**src/rtl/fifo_thresh_pkg.sv**
```systemverilog
// Shared definitions for fifo_thresh: strobe mode encodings, address width helper, flag bundle.
// Optional error flags are enabled by defining FIFO_THRESH_ERR_EN.
package fifo_thresh_pkg;

    localparam int unsigned STB_LEVEL = 0;
    localparam int unsigned STB_EDGE  = 1;

    // Depths below 2 still need a one-bit index.
    function automatic int unsigned addr_width(input int unsigned depth);
        return (depth < 2) ? 1 : unsigned'($clog2(depth));
    endfunction

    typedef struct packed {
        logic empty;
        logic full;
        logic almost_full;
        logic almost_empty;
    } fifo_flags_t;

endpackage

```
**src/rtl/fifo_thresh_strobe_gen.sv**
```systemverilog
// Strobe qualifier: passes the enable straight through (level mode) or emits a single-cycle
// pulse on each rising edge (edge mode) using a registered copy of the previous enable.
module fifo_thresh_strobe_gen
    import fifo_thresh_pkg::*;
#(
    parameter int unsigned EDGE_TRIG = STB_EDGE
) (
    input  logic clk,
    input  logic rst_n,
    input  logic en,
    output logic stb
);

    logic en_q;
    logic en_d;

    always_comb begin
        en_d = en;
    end

    // Cleared in reset so an enable held high across release reads as a fresh edge.
    always_ff @(posedge clk) begin
        if (!rst_n) begin
            en_q <= 1'b0;
        end else begin
            en_q <= en_d;
        end
    end

    always_comb begin
        if (EDGE_TRIG == STB_LEVEL) begin
            stb = en;
        end else begin
            stb = en & ~en_q;
        end
    end

endmodule

```
**src/rtl/fifo_thresh.sv**
```systemverilog
// Single-clock first-word-fall-through FIFO with occupancy count and programmable almost flags.
// Defining FIFO_THRESH_ERR_EN adds sticky overflow/underflow flags with an err_clr input.
module fifo_thresh
    import fifo_thresh_pkg::*;
#(
    parameter int unsigned DATA_WIDTH = 8,
    parameter int unsigned DEPTH      = 16,
    parameter int unsigned EDGE_TRIG  = STB_EDGE,
    localparam int unsigned ADDR_WIDTH = addr_width(DEPTH)
) (
    input  logic                  clk,
    input  logic                  rst_n,
    input  logic                  wr_en,
    input  logic                  rd_en,
    input  logic [DATA_WIDTH-1:0] din,
    input  logic [ADDR_WIDTH:0]   af_thresh,
    input  logic [ADDR_WIDTH:0]   ae_thresh,
    output logic [DATA_WIDTH-1:0] dout,
    output logic                  empty,
    output logic                  full,
    output logic                  almost_full,
    output logic                  almost_empty,
`ifdef FIFO_THRESH_ERR_EN
    input  logic                  err_clr,
    output logic                  overflow,
    output logic                  underflow,
`endif
    output logic [ADDR_WIDTH:0]   level
);

    localparam logic [ADDR_WIDTH:0] CntOne = 1;

    logic                  wr_stb;
    logic                  rd_stb;
    logic                  wr_ok;
    logic                  rd_ok;
    logic [ADDR_WIDTH:0]   wr_ptr_q, wr_ptr_d;
    logic [ADDR_WIDTH:0]   rd_ptr_q, rd_ptr_d;
    logic [ADDR_WIDTH:0]   level_q, level_d;
    logic [DATA_WIDTH-1:0] mem_q [DEPTH];
    fifo_flags_t           flags;

    fifo_thresh_strobe_gen #(
        .EDGE_TRIG (EDGE_TRIG)
    ) u_wr_stb (
        .clk   (clk),
        .rst_n (rst_n),
        .en    (wr_en),
        .stb   (wr_stb)
    );

    fifo_thresh_strobe_gen #(
        .EDGE_TRIG (EDGE_TRIG)
    ) u_rd_stb (
        .clk   (clk),
        .rst_n (rst_n),
        .en    (rd_en),
        .stb   (rd_stb)
    );

    // Extra pointer MSB distinguishes full from empty when the index bits coincide.
    always_comb begin
        flags              = '0;
        flags.empty        = (wr_ptr_q == rd_ptr_q);
        flags.full         = (wr_ptr_q[ADDR_WIDTH] != rd_ptr_q[ADDR_WIDTH]) &&
                             (wr_ptr_q[ADDR_WIDTH-1:0] == rd_ptr_q[ADDR_WIDTH-1:0]);
        flags.almost_full  = (level_q >= af_thresh);
        flags.almost_empty = (level_q <= ae_thresh);
    end

    always_comb begin
        wr_ok = wr_stb & ~flags.full;
        rd_ok = rd_stb & ~flags.empty;
    end

    always_comb begin
        wr_ptr_d = wr_ptr_q;
        rd_ptr_d = rd_ptr_q;
        level_d  = level_q;
        if (wr_ok) begin
            wr_ptr_d = wr_ptr_q + CntOne;
        end
        if (rd_ok) begin
            rd_ptr_d = rd_ptr_q + CntOne;
        end
        unique case ({wr_ok, rd_ok})
            2'b10:   level_d = level_q + CntOne;
            2'b01:   level_d = level_q - CntOne;
            default: level_d = level_q;
        endcase
    end

    always_ff @(posedge clk) begin
        if (!rst_n) begin
            wr_ptr_q <= '0;
            rd_ptr_q <= '0;
            level_q  <= '0;
        end else begin
            wr_ptr_q <= wr_ptr_d;
            rd_ptr_q <= rd_ptr_d;
            level_q  <= level_d;
        end
    end

    // Storage is not reset; dout is masked while empty so stale words never show.
    always_ff @(posedge clk) begin
        if (rst_n && wr_ok) begin
            mem_q[wr_ptr_q[ADDR_WIDTH-1:0]] <= din;
        end
    end

    always_comb begin
        dout         = flags.empty ? '0 : mem_q[rd_ptr_q[ADDR_WIDTH-1:0]];
        empty        = flags.empty;
        full         = flags.full;
        almost_full  = flags.almost_full;
        almost_empty = flags.almost_empty;
        level        = level_q;
    end

`ifdef FIFO_THRESH_ERR_EN
    logic overflow_q, overflow_d;
    logic underflow_q, underflow_d;

    // A new refusal outranks a clear in the same cycle.
    always_comb begin
        overflow_d  = overflow_q;
        underflow_d = underflow_q;
        if (err_clr) begin
            overflow_d  = 1'b0;
            underflow_d = 1'b0;
        end
        if (wr_stb && flags.full) begin
            overflow_d = 1'b1;
        end
        if (rd_stb && flags.empty) begin
            underflow_d = 1'b1;
        end
    end

    always_ff @(posedge clk) begin
        if (!rst_n) begin
            overflow_q  <= 1'b0;
            underflow_q <= 1'b0;
        end else begin
            overflow_q  <= overflow_d;
            underflow_q <= underflow_d;
        end
    end

    always_comb begin
        overflow  = overflow_q;
        underflow = underflow_q;
    end
`endif

endmodule

```
**config.mk**
```make
export PLATFORM = sky130hd
export DESIGN_NAME = fifo_thresh
export DESIGN_NICKNAME = d
export VERILOG_FILES = /design/src/rtl/fifo_thresh_pkg.sv /design/src/rtl/fifo_thresh_strobe_gen.sv /design/src/rtl/fifo_thresh.sv
export SDC_FILE = /design/constraint.sdc
export NUM_CORES = 1
export LEC_CHECK = 0
export CORE_MARGIN = 2
export CORE_UTILIZATION = 55
export CTS_BUF_LIST = sky130_fd_sc_hd__clkbuf_8
export DETAILED_ROUTE_END_ITERATION = 7
export PLACE_DENSITY = 0.78
export SLEW_MARGIN = 20
export SYNTH_ARGS = -nofsm -noshare
export SYNTH_HDL_FRONTEND = slang
export SYNTH_SLANG_ARGS = --single-unit
```
**constraint.sdc**
```tcl
create_clock -name clk -period 3.03 [get_ports clk]
set_clock_uncertainty 0.2 [all_clocks]
set_input_delay 0.4545 -clock clk [delete_from_list [all_inputs] [get_ports clk]]
set_output_delay 0.4545 -clock clk [all_outputs]
set_load 0.005 [all_outputs]
```
# [After elaboration in Yosys (flattened, before gate mapping)]
# Memory sizes are Yosys's and may differ from the RTL's. A register that Yosys moved wholly into a read port is not among the register bits.
# Cells that the tools add are included.
[totals] in_bits=22 out_inout_bits=17 ramBits=128 elab_cells=34 ff_bits=17 mem_count=1
[op_classes] n_addsub=4 bitwise=8 n_lt_le_gt_ge=2 n_mux=6 n_reduce_logical=3 eq_ne=5
[mem_list] name="mem_q" depth=16 word_bits=8 rd=1 rd_clocked_by_memory_dff=1 write_ports=1 line="fifo_thresh.sv:40" text="logic [DATA_WIDTH-1:0] mem_q [DEPTH];"
[ops] cell="5-bit by 1-bit adder with 5-bit output (second input constant)" n=3
[ops] cell="5-bit one-hot mux with 2 select lines" n=1
[ops] cell="4-bit two-way mux" n=2
[ops] cell="8-bit two-way mux" n=1
[ops] cell="5-bit equality test" n=1
[ops] cell="5-bit greater-or-equal comparator" n=1
[ops] cell="5-bit <= comparator" n=1
[ops] cell="5-bit by 1-bit subtractor with 5-bit output (second input constant)" n=1
[ops] cell="1-bit AND" n=4
[ops] cell="4-bit equality test" n=1
[ops] cell="1-bit NOT" n=4
[ops] cell="2-bit by 1-bit equality test with 1-bit output (second input constant)" n=1
[ops] cell="2-bit equality test (second input constant)" n=1
[ops] cell="1-bit logical AND" n=2
[ops] cell="1-bit two-way mux" n=2
[ops] cell="2-bit nonzero test" n=1
[ops] cell="1-bit != test" n=1

# [Longest topological paths before layout]
[depth] word_depth=7 mapped_depth=12 ltp_nobuf=10

# [Modules after synthesis]
# From an unflattened synthesis, not the netlist that was laid out.
[unflattened] hier_cells=370 hier_area_um2=6478.7
[by_module_without_submodules] module="fifo_thresh" instances=1 cells_per_inst=364 area_each_um2=6398.6
[by_module_without_submodules] module="fifo_thresh_strobe_gen" instances=2 cells_per_inst=3 area_each_um2=40.0

# [Worst setup path before layout]
# OpenSTA, ideal clock, no wires.
[synth_path] path_kind="reg-to-reg" from="reg wr_ptr_q[3]" to="reg level_q[4], in the netlist level[4]" path_stages_with_launch=13 slack_ns=0.100 period_less_slack_ns=2.930 arrival_time_ns=2.660 path_buffers=2 t_required_ns=2.760 cell_sequence="dfxtp_1 > buf_6 > xor2_1 > nor4_4 > a21o_4 > buf_4 > ha_1 > ha_1 > a21o_1 > a21oi_1 > xor2_1 > or3_1 > a21oi_1"
[synth_between] elab_chain_len=6 word_cells_on_any_way=11
[synth_lines] element="start, declared" line="fifo_thresh.sv:37" text="logic [ADDR_WIDTH:0] wr_ptr_q, wr_ptr_d;"
[synth_lines] element="start signal, assigned" line="fifo_thresh.sv:99" text="wr_ptr_q <= wr_ptr_d;"
[synth_lines] element="4-bit equality test" line="fifo_thresh.sv:66" text="(wr_ptr_q[ADDR_WIDTH-1:0] == rd_ptr_q[ADDR_WIDTH-1:0]);"
[synth_lines] element="1-bit logical AND" line="fifo_thresh.sv:65" text="flags.full = (wr_ptr_q[ADDR_WIDTH] != rd_ptr_q[ADDR_WIDTH]) &&"
[synth_lines] element="1-bit NOT" line="fifo_thresh.sv:72" text="wr_ok = wr_stb & ~flags.full;"
[synth_lines] element="1-bit AND" line="fifo_thresh.sv:72"
[synth_lines] element="2-bit by 1-bit equality test with 1-bit output / 2-bit equality test (equally long branches)" line="fifo_thresh.sv:86" text="unique case ({wr_ok, rd_ok})"
[synth_lines] element="5-bit one-hot mux with 2 select lines / 2-bit nonzero test (equally long branches)"
[synth_lines] element="end signal, assigned" line="fifo_thresh.sv:101" text="level_q <= level_d;"
[synth_lines] element="end, declared" line="fifo_thresh.sv:39" text="logic [ADDR_WIDTH:0] level_q, level_d;"
# Parallel ways exist; a longest one is shown, timed or not.
# A chain may end at the register's enable or synchronous reset.

==> results_dict.tcl <==
set metrics [dict create \
    period_share_pct 97.3 \
    clkTransAtPathRegs_ns 0.08 \
    io_pins 39 \
    clk_latency_ns 0.43 \
    clkSinkCount 149 \
    die_h_um 111 \
    slew-limit-headroom_pct 53.4 \
    synth_nets 410 \
    yosys-top-cells-area "edfxtp_1 61%, mux4_2 11%, dfxtp_1 6.7%" \
    antenna_cells 0 \
    first_pass_iters 4 \
    io_buffers 38 \
    power_density_mw_per_mm2 565 \
    grt_overflow 0 \
    dpl.hpwl_mm 7.89 \
    rsz0062_at_grt "false" \
    power_w 0.00423 \
    fmax_ghz 0.339 \
    synth-edff-count 128 \
    worstSetupStartpointType "register" \
    critPathCaptureType "primary output" \
    total_leakage_power_nw 2.59 \
    seq_area_frac_synth_pct 67.7 \
    slew_viol_final 0 \
    drt_wl_total_mm 12.3 \
    drc 0 \
    synth_top_area_cell "edfxtp_1" \
    fin_tns_setup_ns 0 \
    synthCells 368 \
    avgSynthCellArea_sq_um 17.1 \
    whs_ns 0.330 \
    ff_latch_area_sq_mm 0.00427 \
    n_fill_cell 777 \
    cts-buffers-inserted 17 \
    min_period_ns 2.95 \
    cts_max_level 4 \
    placed_area_sq_mm 0.00703 \
    dieArea_sq_mm 0.0123 \
    status "completed" \
    synth_warnings 0 \
    viasPerCell 5.72 \
    first_global_vias 3608 \
    cp.required_ns 2.38 \
    pre_cts_ws_ns 0.0211 \
    crit_fanout 6 \
    design_area_sq_mm 0.00750 \
    drt_iter0_drc 277 \
    die_x_um 111 \
    start_util_pct 55.7 \
    grt_max_degree 33 \
    multi_input_area_sq_mm 0.00192 \
    finalSetupViolations 0 \
    num_rows 39 \
    synthFlopType "edfxtp_1" \
    gp_congestion 0.754 \
    peakVddDrop_v 0.000279 \
    synth.distinct_cells 40 \
    timing.final.hold_violations 0 \
    synth_top_area_share_pct 61.0 \
    antenna_left 0 \
    ctsHoldBuffers 0 \
    setup_slack_ns 0.0830 \
    synth_area_sq_mm 0.00630 \
    grt_pass1_wl_mm 19.9 \
    cts_root_buffer "clkbuf_8" \
    area_growth_pct 19.0 \
    max_cap_viol_count 0 \
    cts_tree "done" \
    grt_usage_pct 21.7 \
    layout-drive-gt1-share_pct 26.7 \
    clockBufferDepth 2 \
    nNetsFinal 487 \
    path_class "register to primary output" \
    coreArea_sq_mm 0.0113 \
    hold_path.class "register to register" \
    ys_ff_latch 149 \
    wl_per_cell_um 20.5 \
    async_reset_ff_share_pct 0 \
    dr_total_vias 3432 \
    tightest_slew_ns 0.698 \
    worst_ep_arrival_time_ns 2.29 \
    antenna_found_initial 0 \
]
[metal layers]
metal | vias up | routed length, um | GRT usage [%]
li1 | 1596 | - | -
met5 | - | 0 | 0
met4 | 0 | 181 | 7.74
met2 | 102 | 6140 | 35.1
met3 | 19 | 696 | 4.59
met1 | 1715 | 5300 | 29.7
[cells in the final DEF, fill, tap and decap left out, types with 3 or more instances in the layout]
cell / n
edfxtp_1: 128
nand2b_1: 4
mux2i_2: 4
nor2_1: 21
xnor2_1: 7
nor3_1: 4
mux4_2: 32
buf_4: 32
clkbuf_2: 6
clkinv_1: 4
and2_1: 3
buf_12: 3
nor2b_1: 10
clkdlybuf4s50_1: 29
clkbuf_8: 17
dfxtp_1: 17
ha_1: 19
a21oi_1: 8
nand2_1: 10
a211oi_1: 15
o21ai_0: 4
nand3_1: 4
a211oi_2: 4
xor2_1: 7
inv_1: 15
nor4_1: 5
clkinv_2: 4
mux2i_1: 6
[report_power, final]
part / leakage, nW / internal, W / switching [W] / total, W
logic: 1.09 / 0.000362 / 0.000283 / 0.000645
clock network: 0.177 / 0.000621 / 0.000669 / 0.00129
registers: 1.33 / 0.00226 / 0.0000390 / 0.00230
total: 2.59 / 0.00324 / 0.000991 / 0.00423
[path summary, 6_finish.rpt]
check,from,to,slack [ns],cells after the start
max,register,dout[1],0.08,6
min,rd_ptr_q[4],rd_ptr_q[4],0.33,2
max reg2reg,rd_ptr_q[1],level[4],0.10,11
min reg2reg,rd_ptr_q[4],rd_ptr_q[4],0.33,2
[state kept, by name, summed over array words and instances (netlist names), named ones only]
signal         flops
wr_ptr_q           5
u_rd_stb.en_q      1
u_wr_stb.en_q      1
mem_q            128
rd_ptr_q           5
level              5
[logic make-up after synthesis]
group           count (synthesis)  synth area share [%]
compound gates                 42                  4.69
xor+xnor                       15                  2.09
fa+ha+maj                      20                  4.09
buf+inv                        31                  2.52
flops                         149                  67.7
mux                            42                  13.0
simple gates                   69                  5.92
[metrics by stage]
| stage | utilization [%] | instances |
|---|---|---|
| after global placement | 62.1 | 563 |
| final | 66.2 | 600 |
| after detailed placement | 62.1 | 563 |
| after global routing | 66.2 | 600 |
| after CTS | 66.3 | 600 |
| after floorplan | - | 368 |
[synthesized netlist by cell type (6+ instances only)]
cell,instances
dfxtp_1,21
clkbuf_1,6
edfxtp_1,128
a211oi_1,19
a21oi_1,8
mux2i_1,10
ha_1,19
xnor2_1,7
mux4_2,32
nor2_1,21
xor2_1,8
nor2b_1,10
inv_1,13
nand2_1,10
[critical path: stages (launching register included)]
cell,delay [ns]
dfxtp_4,0.38
bufbuf_16,0.28
buf_4,0.12
mux4_2,0.49
a211oi_2,0.24
a211oi_1,0.10
clkdlybuf4s15_1,0.25
[cell type report]
cell class | instances | area share (%)
Tap cell | 143 | 2.39
Inverter | 13 | 0.651
Sequential cell | 149 | 57.0
Multi-Input combinational cell | 188 | 25.7
Timing Repair Buffer | 76 | 9.88
Clock inverter | 14 | 1.30
Clock buffer | 17 | 3.12
[timing repair]
item / in CTS / in global routing
gates resized for setup: 27 / 15
setup buffers: 4 / 0
endpoints found under the setup margin: 9 / 10
pin swaps: 4 / 0
gates cloned: 2 / 0
Power figures use the tool's default switching activity.
